===== src/rtl/tx_os_sched_if.sv =====
// Bundle between the TS generator / FSM side and the ordered-set scheduler.
// The master modport is the driving side; the scheduler uses the slave modport.
interface tx_os_sched_if;
  logic         speed;
  logic         tx_en;
  logic         idle_en;
  logic         eios_req;
  logic         eidle_exit;
  logic         ts_valid;
  logic [127:0] ts;
  logic         ts_tx_fifo_full;
  logic         tx_fifo_full;
  logic         os_valid;
  logic [127:0] os_data;
  logic [1:0]   os_type;
  logic         eios_done;
  logic [15:0]  skp_cnt;

  modport master (
    output speed, tx_en, idle_en, eios_req, eidle_exit, ts_valid, ts, tx_fifo_full,
    input  ts_tx_fifo_full, os_valid, os_data, os_type, eios_done, skp_cnt
  );

  modport slave (
    input  speed, tx_en, idle_en, eios_req, eidle_exit, ts_valid, ts, tx_fifo_full,
    output ts_tx_fifo_full, os_valid, os_data, os_type, eios_done, skp_cnt
  );
endinterface


===== src/rtl/tx_os_sched.sv =====
// Transmit ordered-set scheduler: chooses one 16-symbol block per cycle (EIOS, SKP,
// buffered TS or logical idle), inserts SKP at a fixed block interval and sequences
// electrical-idle entry/exit. A 2-entry TS buffer absorbs the generator's valid lag.
module tx_os_sched #(
  parameter int unsigned SKP_INTERVAL = 74,
  parameter int unsigned CNT_W        = 12
) (
  input logic         clk,
  input logic         rst,
  tx_os_sched_if.slave bus
);

  localparam logic [CNT_W-1:0] SkpWrap = CNT_W'(SKP_INTERVAL - 1);

  localparam logic [127:0] SkpBlk  = {32'hBC1C_1C1C, 96'h0};
  localparam logic [127:0] EiosBlk = {32'hBC7C_7C7C, 96'h0};
  localparam logic [127:0] IdleBlk = 128'h0;

  localparam logic [1:0] TypeTs   = 2'b00;
  localparam logic [1:0] TypeSkp  = 2'b01;
  localparam logic [1:0] TypeEios = 2'b10;
  localparam logic [1:0] TypeIdle = 2'b11;

  typedef enum logic [1:0] {StOff, StActive, StEios, StEidle} state_e;

  state_e           state_q;
  logic [CNT_W-1:0] cnt_q;
  logic             skp_pending_q;
  logic [1:0]       eios_left_q;
  logic [127:0]     buf_q [2];
  logic [1:0]       buf_cnt_q;

  logic             os_valid_q;
  logic [127:0]     os_data_q;
  logic [1:0]       os_type_q;
  logic             eios_done_q;
  logic [15:0]      skp_cnt_q;

  logic             decide;
  logic             in_active;
  logic             flush;
  logic             pop;
  logic             push;
  logic [CNT_W-1:0] cnt_inc;

  // Buffer control for this cycle; pops and flushes only happen on decision cycles.
  always_comb begin
    decide    = !bus.tx_fifo_full;
    in_active = (state_q == StActive);
    flush     = decide & in_active & (!bus.tx_en | bus.eios_req);
    pop       = decide & in_active & bus.tx_en & !bus.eios_req & !skp_pending_q &
                (buf_cnt_q != 2'd0);
    push      = bus.ts_valid & (buf_cnt_q != 2'd2);
    cnt_inc   = cnt_q + 1'b1;
  end

  assign bus.ts_tx_fifo_full = (buf_cnt_q != 2'd0) | !in_active;
  assign bus.os_valid        = os_valid_q;
  assign bus.os_data         = os_data_q;
  assign bus.os_type         = os_type_q;
  assign bus.eios_done       = eios_done_q;
  assign bus.skp_cnt         = skp_cnt_q;

  // Two-entry TS buffer, head in slot 0; a push into a full buffer is dropped.
  always_ff @(posedge clk or posedge rst) begin
    if (rst) begin
      buf_cnt_q <= 2'd0;
      buf_q[0]  <= '0;
      buf_q[1]  <= '0;
    end else if (flush) begin
      buf_cnt_q <= 2'd0;
    end else if (push && pop) begin
      // Only reachable with one entry: the new block becomes the head.
      buf_q[0] <= bus.ts;
    end else if (push) begin
      buf_q[buf_cnt_q[0]] <= bus.ts;
      buf_cnt_q           <= buf_cnt_q + 2'd1;
    end else if (pop) begin
      buf_q[0]  <= buf_q[1];
      buf_cnt_q <= buf_cnt_q - 2'd1;
    end
  end

  // Scheduler FSM with registered block outputs; everything holds while downstream is full.
  always_ff @(posedge clk or posedge rst) begin
    if (rst) begin
      state_q       <= StOff;
      cnt_q         <= '0;
      skp_pending_q <= 1'b0;
      eios_left_q   <= 2'd0;
      os_valid_q    <= 1'b0;
      os_data_q     <= '0;
      os_type_q     <= TypeTs;
      eios_done_q   <= 1'b0;
      skp_cnt_q     <= '0;
    end else begin
      os_valid_q  <= 1'b0;
      os_data_q   <= '0;
      os_type_q   <= TypeTs;
      eios_done_q <= 1'b0;
      if (decide) begin
        unique case (state_q)
          StOff: begin
            if (bus.tx_en) begin
              state_q       <= StActive;
              cnt_q         <= '0;
              skp_pending_q <= 1'b0;
            end
          end
          StActive: begin
            if (!bus.tx_en) begin
              state_q <= StOff;
            end else if (bus.eios_req) begin
              state_q       <= StEios;
              skp_pending_q <= 1'b0;
              eios_left_q   <= bus.speed ? 2'd2 : 2'd1;
            end else if (skp_pending_q) begin
              os_valid_q    <= 1'b1;
              os_data_q     <= SkpBlk;
              os_type_q     <= TypeSkp;
              skp_pending_q <= 1'b0;
              cnt_q         <= '0;
              if (skp_cnt_q != 16'hFFFF) skp_cnt_q <= skp_cnt_q + 16'd1;
            end else if ((buf_cnt_q != 2'd0) || bus.idle_en) begin
              os_valid_q <= 1'b1;
              os_data_q  <= (buf_cnt_q != 2'd0) ? buf_q[0] : IdleBlk;
              os_type_q  <= (buf_cnt_q != 2'd0) ? TypeTs : TypeIdle;
              // Counter wraps the moment the interval is reached; SKP goes out next.
              if (cnt_inc == SkpWrap) begin
                cnt_q         <= '0;
                skp_pending_q <= 1'b1;
              end else begin
                cnt_q <= cnt_inc;
              end
            end
          end
          StEios: begin
            if (eios_left_q != 2'd0) begin
              os_valid_q  <= 1'b1;
              os_data_q   <= EiosBlk;
              os_type_q   <= TypeEios;
              eios_left_q <= eios_left_q - 2'd1;
            end else begin
              eios_done_q <= 1'b1;
              state_q     <= StEidle;
            end
          end
          StEidle: begin
            if (!bus.tx_en) begin
              state_q <= StOff;
            end else if (bus.eidle_exit) begin
              state_q       <= StActive;
              cnt_q         <= '0;
              skp_pending_q <= 1'b0;
            end
          end
          default: state_q <= StOff;
        endcase
      end
    end
  end

endmodule


===== src/flat_wrapper.sv =====
// flat-port wrapper written by rule: the top's interface ports become plain ports
module tx_os_sched_flat 
#(
  parameter int unsigned SKP_INTERVAL = 74,
  parameter int unsigned CNT_W        = 12
)
  (clk, rst, bus_speed, bus_tx_en, bus_idle_en, bus_eios_req, bus_eidle_exit, bus_ts_valid, bus_ts, bus_tx_fifo_full, bus_ts_tx_fifo_full, bus_os_valid, bus_os_data, bus_os_type, bus_eios_done, bus_skp_cnt);
  tx_os_sched_if bus_i ();
  input logic clk;
  input logic rst;
  input wire logic [$bits(bus_i.speed)-1:0] bus_speed;
  input wire logic [$bits(bus_i.tx_en)-1:0] bus_tx_en;
  input wire logic [$bits(bus_i.idle_en)-1:0] bus_idle_en;
  input wire logic [$bits(bus_i.eios_req)-1:0] bus_eios_req;
  input wire logic [$bits(bus_i.eidle_exit)-1:0] bus_eidle_exit;
  input wire logic [$bits(bus_i.ts_valid)-1:0] bus_ts_valid;
  input wire logic [$bits(bus_i.ts)-1:0] bus_ts;
  input wire logic [$bits(bus_i.tx_fifo_full)-1:0] bus_tx_fifo_full;
  output wire logic [$bits(bus_i.ts_tx_fifo_full)-1:0] bus_ts_tx_fifo_full;
  output wire logic [$bits(bus_i.os_valid)-1:0] bus_os_valid;
  output wire logic [$bits(bus_i.os_data)-1:0] bus_os_data;
  output wire logic [$bits(bus_i.os_type)-1:0] bus_os_type;
  output wire logic [$bits(bus_i.eios_done)-1:0] bus_eios_done;
  output wire logic [$bits(bus_i.skp_cnt)-1:0] bus_skp_cnt;
  assign bus_i.speed = bus_speed;
  assign bus_i.tx_en = bus_tx_en;
  assign bus_i.idle_en = bus_idle_en;
  assign bus_i.eios_req = bus_eios_req;
  assign bus_i.eidle_exit = bus_eidle_exit;
  assign bus_i.ts_valid = bus_ts_valid;
  assign bus_i.ts = bus_ts;
  assign bus_i.tx_fifo_full = bus_tx_fifo_full;
  assign bus_ts_tx_fifo_full = bus_i.ts_tx_fifo_full;
  assign bus_os_valid = bus_i.os_valid;
  assign bus_os_data = bus_i.os_data;
  assign bus_os_type = bus_i.os_type;
  assign bus_eios_done = bus_i.eios_done;
  assign bus_skp_cnt = bus_i.skp_cnt;
  tx_os_sched #(.SKP_INTERVAL(SKP_INTERVAL), .CNT_W(CNT_W)) u_core (.clk(clk), .rst(rst), .bus(bus_i));
endmodule

===== config.mk =====
export PLATFORM = sky130hd
export DESIGN_NAME = tx_os_sched_flat
export DESIGN_NICKNAME = d
export VERILOG_FILES = /design/src/rtl/tx_os_sched_if.sv /design/src/rtl/tx_os_sched.sv /design/src/flat_wrapper.sv
export SDC_FILE = /design/constraint.sdc
export NUM_CORES = 1
export LEC_CHECK = 0
export ABC_AREA = 1
export CORE_ASPECT_RATIO = 0.6
export CORE_MARGIN = 1
export CORE_UTILIZATION = 54
export CTS_BUF_LIST = sky130_fd_sc_hd__clkbuf_16
export DETAILED_ROUTE_END_ITERATION = 16
export PLACE_DENSITY = 0.9
export SLEW_MARGIN = 5
export SYNTH_ARGS = -nofsm -noshare
export SYNTH_HDL_FRONTEND = slang
export SYNTH_SLANG_ARGS = --single-unit

===== constraint.sdc =====
create_clock -name clk -period 16 [get_ports clk]
set_clock_uncertainty 0.15 [all_clocks]
set_input_delay 1.6 -clock clk [delete_from_list [all_inputs] [get_ports clk]]
set_output_delay 1.6 -clock clk [all_outputs]
set_load 0.05 [all_outputs]

==> reports/qor.txt <==
Worst path max stage delay = 0.92 ns
Hold WS = 0.328 ns
Antenna Nets Post-Route = 0
Initial Util = 0.550
Status = complete, no violations
Hold Crit Start = u_core.buf_q[216]$_DFFE_PP0P_
Actual slew at the worst max-slew pin = 1.17 ns
Std-Cell Rows = 51
Layout area overhead = 23.3%
Seq pwr share = 0.444
Synth top area cells = dfrtp_1, nand2_1, o21ai_0
RSZ-0062 raised after global routing = false
Initial antenna violation count = 5
Crit path cell chain = clkdlybuf4s50_1, inv_8, buf_4, buf_4, buf_4
Crit path required time = 16.42 ns
Wirelength per Cell = 16.7 um
Most frequent cells in the layout = nand2_1, dfrtp_1, clkdlybuf4s50_1
Most common cell after layout, fill and taps aside = nand2_1
Net Sw Power = 0.00127 W
#FFs+latches synth = 423
Hold Buf Count CTS = 0
I/O pin count = 286
Worst Path Buf+Inv = 5
Vias per std cell = 5.32
Switching Fraction = 0.366
CP Max Fanout = 131
Comb pwr share = 0.294
Core ar. = 32500 um2
Power Internal = 0.00220 W
1st-iter DRT viols = 1495
F_max = 0.202 GHz
Drt pass-1 iters = 5
Global-route wire length before repair = 75.2 mm
PwrDens = 158 nW/um2
Hpwl dp = 30.3 mm
Tmin final = 4.96 ns
Final Hold Viols = 0
Most used cell, CP = buf_4
Max Slew Vio Count = 0
Layout fillers = 2434
VDD IR max = 0.0743 mV
Cells after Synth = 2127
Syn Area/Cell = 8.39 um2
Via count = 14911
Setup violators final = 0
Maxcap violations = 0
Port Buffers = 285
Setup TNS = 0 ns
Final WL = 46.9 mm
TritonCTS clock tree = yes
CP endpoint kind = async pin
GRT Residual Overflow = 0
Die X = 237 um
Slew margin rel. = 0.223
Worst-path clk slew = 0.07 ns
Crit path from = rst
Clock power share = 0.261
Setup CP Type = in -> async
CTS max path bufs = 3
Clock Sinks = 423
Crit-path slowest cell = buf_4
Worst Hold Class = reg -> reg
Mapped Nets = 2274
Die area = 33800 um2
Sequential share of the synthesized area = 0.593
Worst Path Arrival = 5.38 ns
Share of cells above drive strength 1 = 0.0379
Fin crit share = 0.310
Largest net degree at the start of global routing = 132
Critical Path Start Type = primary input
Root buffer cell = clkbuf_16
Ys Warns = 0
Total CTS buffers = 38
Overall Power = 0.00347 W
Post-route DRC = 0
Post CTS Setup Buffer Count = 0
Pleak = 10.9 nW
Clk Latency, worst-skew pair = 0.53 ns
Library cells used by synthesis = 34
Gr usage total = 0.281
DIE HEIGHT = 143 um
Critical path's top delay family = buffers and inverters
Vias in the first global route = 14605
Fin util = 0.678
Area leader, netlist = dfrtp_1
CTS resizes = 0
RePlAce Congestion = 0.914
Syn Std Cell Area = 17900 um2
Yosys top cell area share = 0.593
Final Net Count = 2497
Clock H-tree levels = 2
## final timing paths
| check | endpoint | cells past startpoint | slack [ns] |
|---|---|---|---|
| setup / recovery | u_core.state_q[0]$_DFFE_PP0P_ | 5 | 11.04 |
| hold / removal | u_core.buf_q[216]$_DFFE_PP0P_ | 2 | 0.33 |
| setup reg to reg | u_core.buf_q[63]$_DFFE_PP0P_ | 9 | 11.93 |
| hold reg to reg | u_core.buf_q[216]$_DFFE_PP0P_ | 2 | 0.33 |
| max in group clk | u_core.buf_q[63]$_DFFE_PP0P_ | 9 | 11.31 |
| min in group asynchronous | u_core.bus.os_data[40]$_DFF_PP0_ | 2 | 1.50 |
## cells in the mapped netlist
cell type	instances
a211oi_1	2
a21oi_1	21
a21oi_2	1
a22oi_1	1
and2_1	1
buf_1	4
buf_2	56
buf_4	8
buf_6	8
clkbuf_1	30
clkbuf_2	10
dfrtp_1	423
ha_1	10
inv_1	179
inv_2	6
nand2_1	857
nand2_2	1
nand2_4	1
nand3_1	22
nand3_2	1
nand4_1	7
nor2_1	141
nor2_2	2
nor2_4	1
nor3_1	9
o211ai_1	1
o211ai_2	1
o21ai_0	178
o21ai_1	125
o21ai_2	1
o22ai_1	3
o31ai_1	2
xnor2_1	6
xor2_1	8
## power groups by stage
stage / Sequential, W / Combinational (W) / Clock [W]
after floorplan: 0.00155 / 0.000738 / 0
after global placement: 0.00153 / 0.000965 / 0
after detailed placement: 0.00155 / 0.00101 / 0
after CTS: 0.00154 / 0.00103 / 0.000923
after global routing: 0.00158 / 0.00116 / 0.000963
final: 0.00154 / 0.00102 / 0.000908
## per-layer routing
| metal | GRT usage | up-vias | wire length, um |
|---|---|---|---|
| met3 | 0.0499 | 110 | 2730 |
| met4 | 0.117 | 2 | 1760 |
| met1 | 0.389 | 7244 | 20300 |
| li1 | - | 7011 | - |
| met2 | 0.440 | 544 | 22100 |
| met5 | 0 | - | 13 |
## registers in the layout, indices dropped and copies added (netlist names), named ones only
name and cells:
u_core.eios_left_q 2, u_core.skp_pending_q 1, u_core.bus.os_type 2, u_core.bus.eios_done 1, u_core.bus.skp_cnt 16, u_core.bus.os_valid 1
u_core.buf_q 256, u_core.cnt_q 12, u_core.buf_cnt_q 2, u_core.state_q 1, u_core.bus.os_data 128
## kinds of logic after synthesis
| family | after synthesis | synth area share |
|---|---|---|
| AO/OA/AOI/OAI | 336 | 0.0961 |
| XOR/XNOR | 14 | 0.00687 |
| AND/OR/NAND/NOR | 1043 | 0.224 |
| adder cells (fa/ha/maj) | 10 | 0.00701 |
| buffers and inverters | 301 | 0.0730 |
| flip-flops | 423 | 0.593 |
## through the flow
step           cells  setup WS [ns]  instance area [um2]
3_5_place_dp    2734          10.31                20800
3_3_place_gp    2734          10.42                20800
5_1_grt         2805          10.42                22000
6_report        2805          11.04                22000
2_1_floorplan   2127           2.47                17900
4_1_cts         2801          10.89                22000
## worst register-to-register path, delay by kind of cell (launching register included)
family	cells	cell delay (ns)
AOI/OAI and AO/OA	1	0.34
buffers and inverters	3	1.99
DFF	1	0.45
and+or+nand+nor	4	0.55
adders and majority gates	1	0.42
## area by class of cell
cell class                 instances  area [um2]  share of cell area
antenna                            4        10.0            0.000455
sequential                       423       10600               0.481
clock buffer                      39         976              0.0443
multi-input combinational       1403        6010               0.273
timing repair buffer             299        2960               0.134
inverter                         185         707              0.0321
clock inverter                    28         235              0.0107
tap                              424         531              0.0241
(Power assumes the default switching activity.)
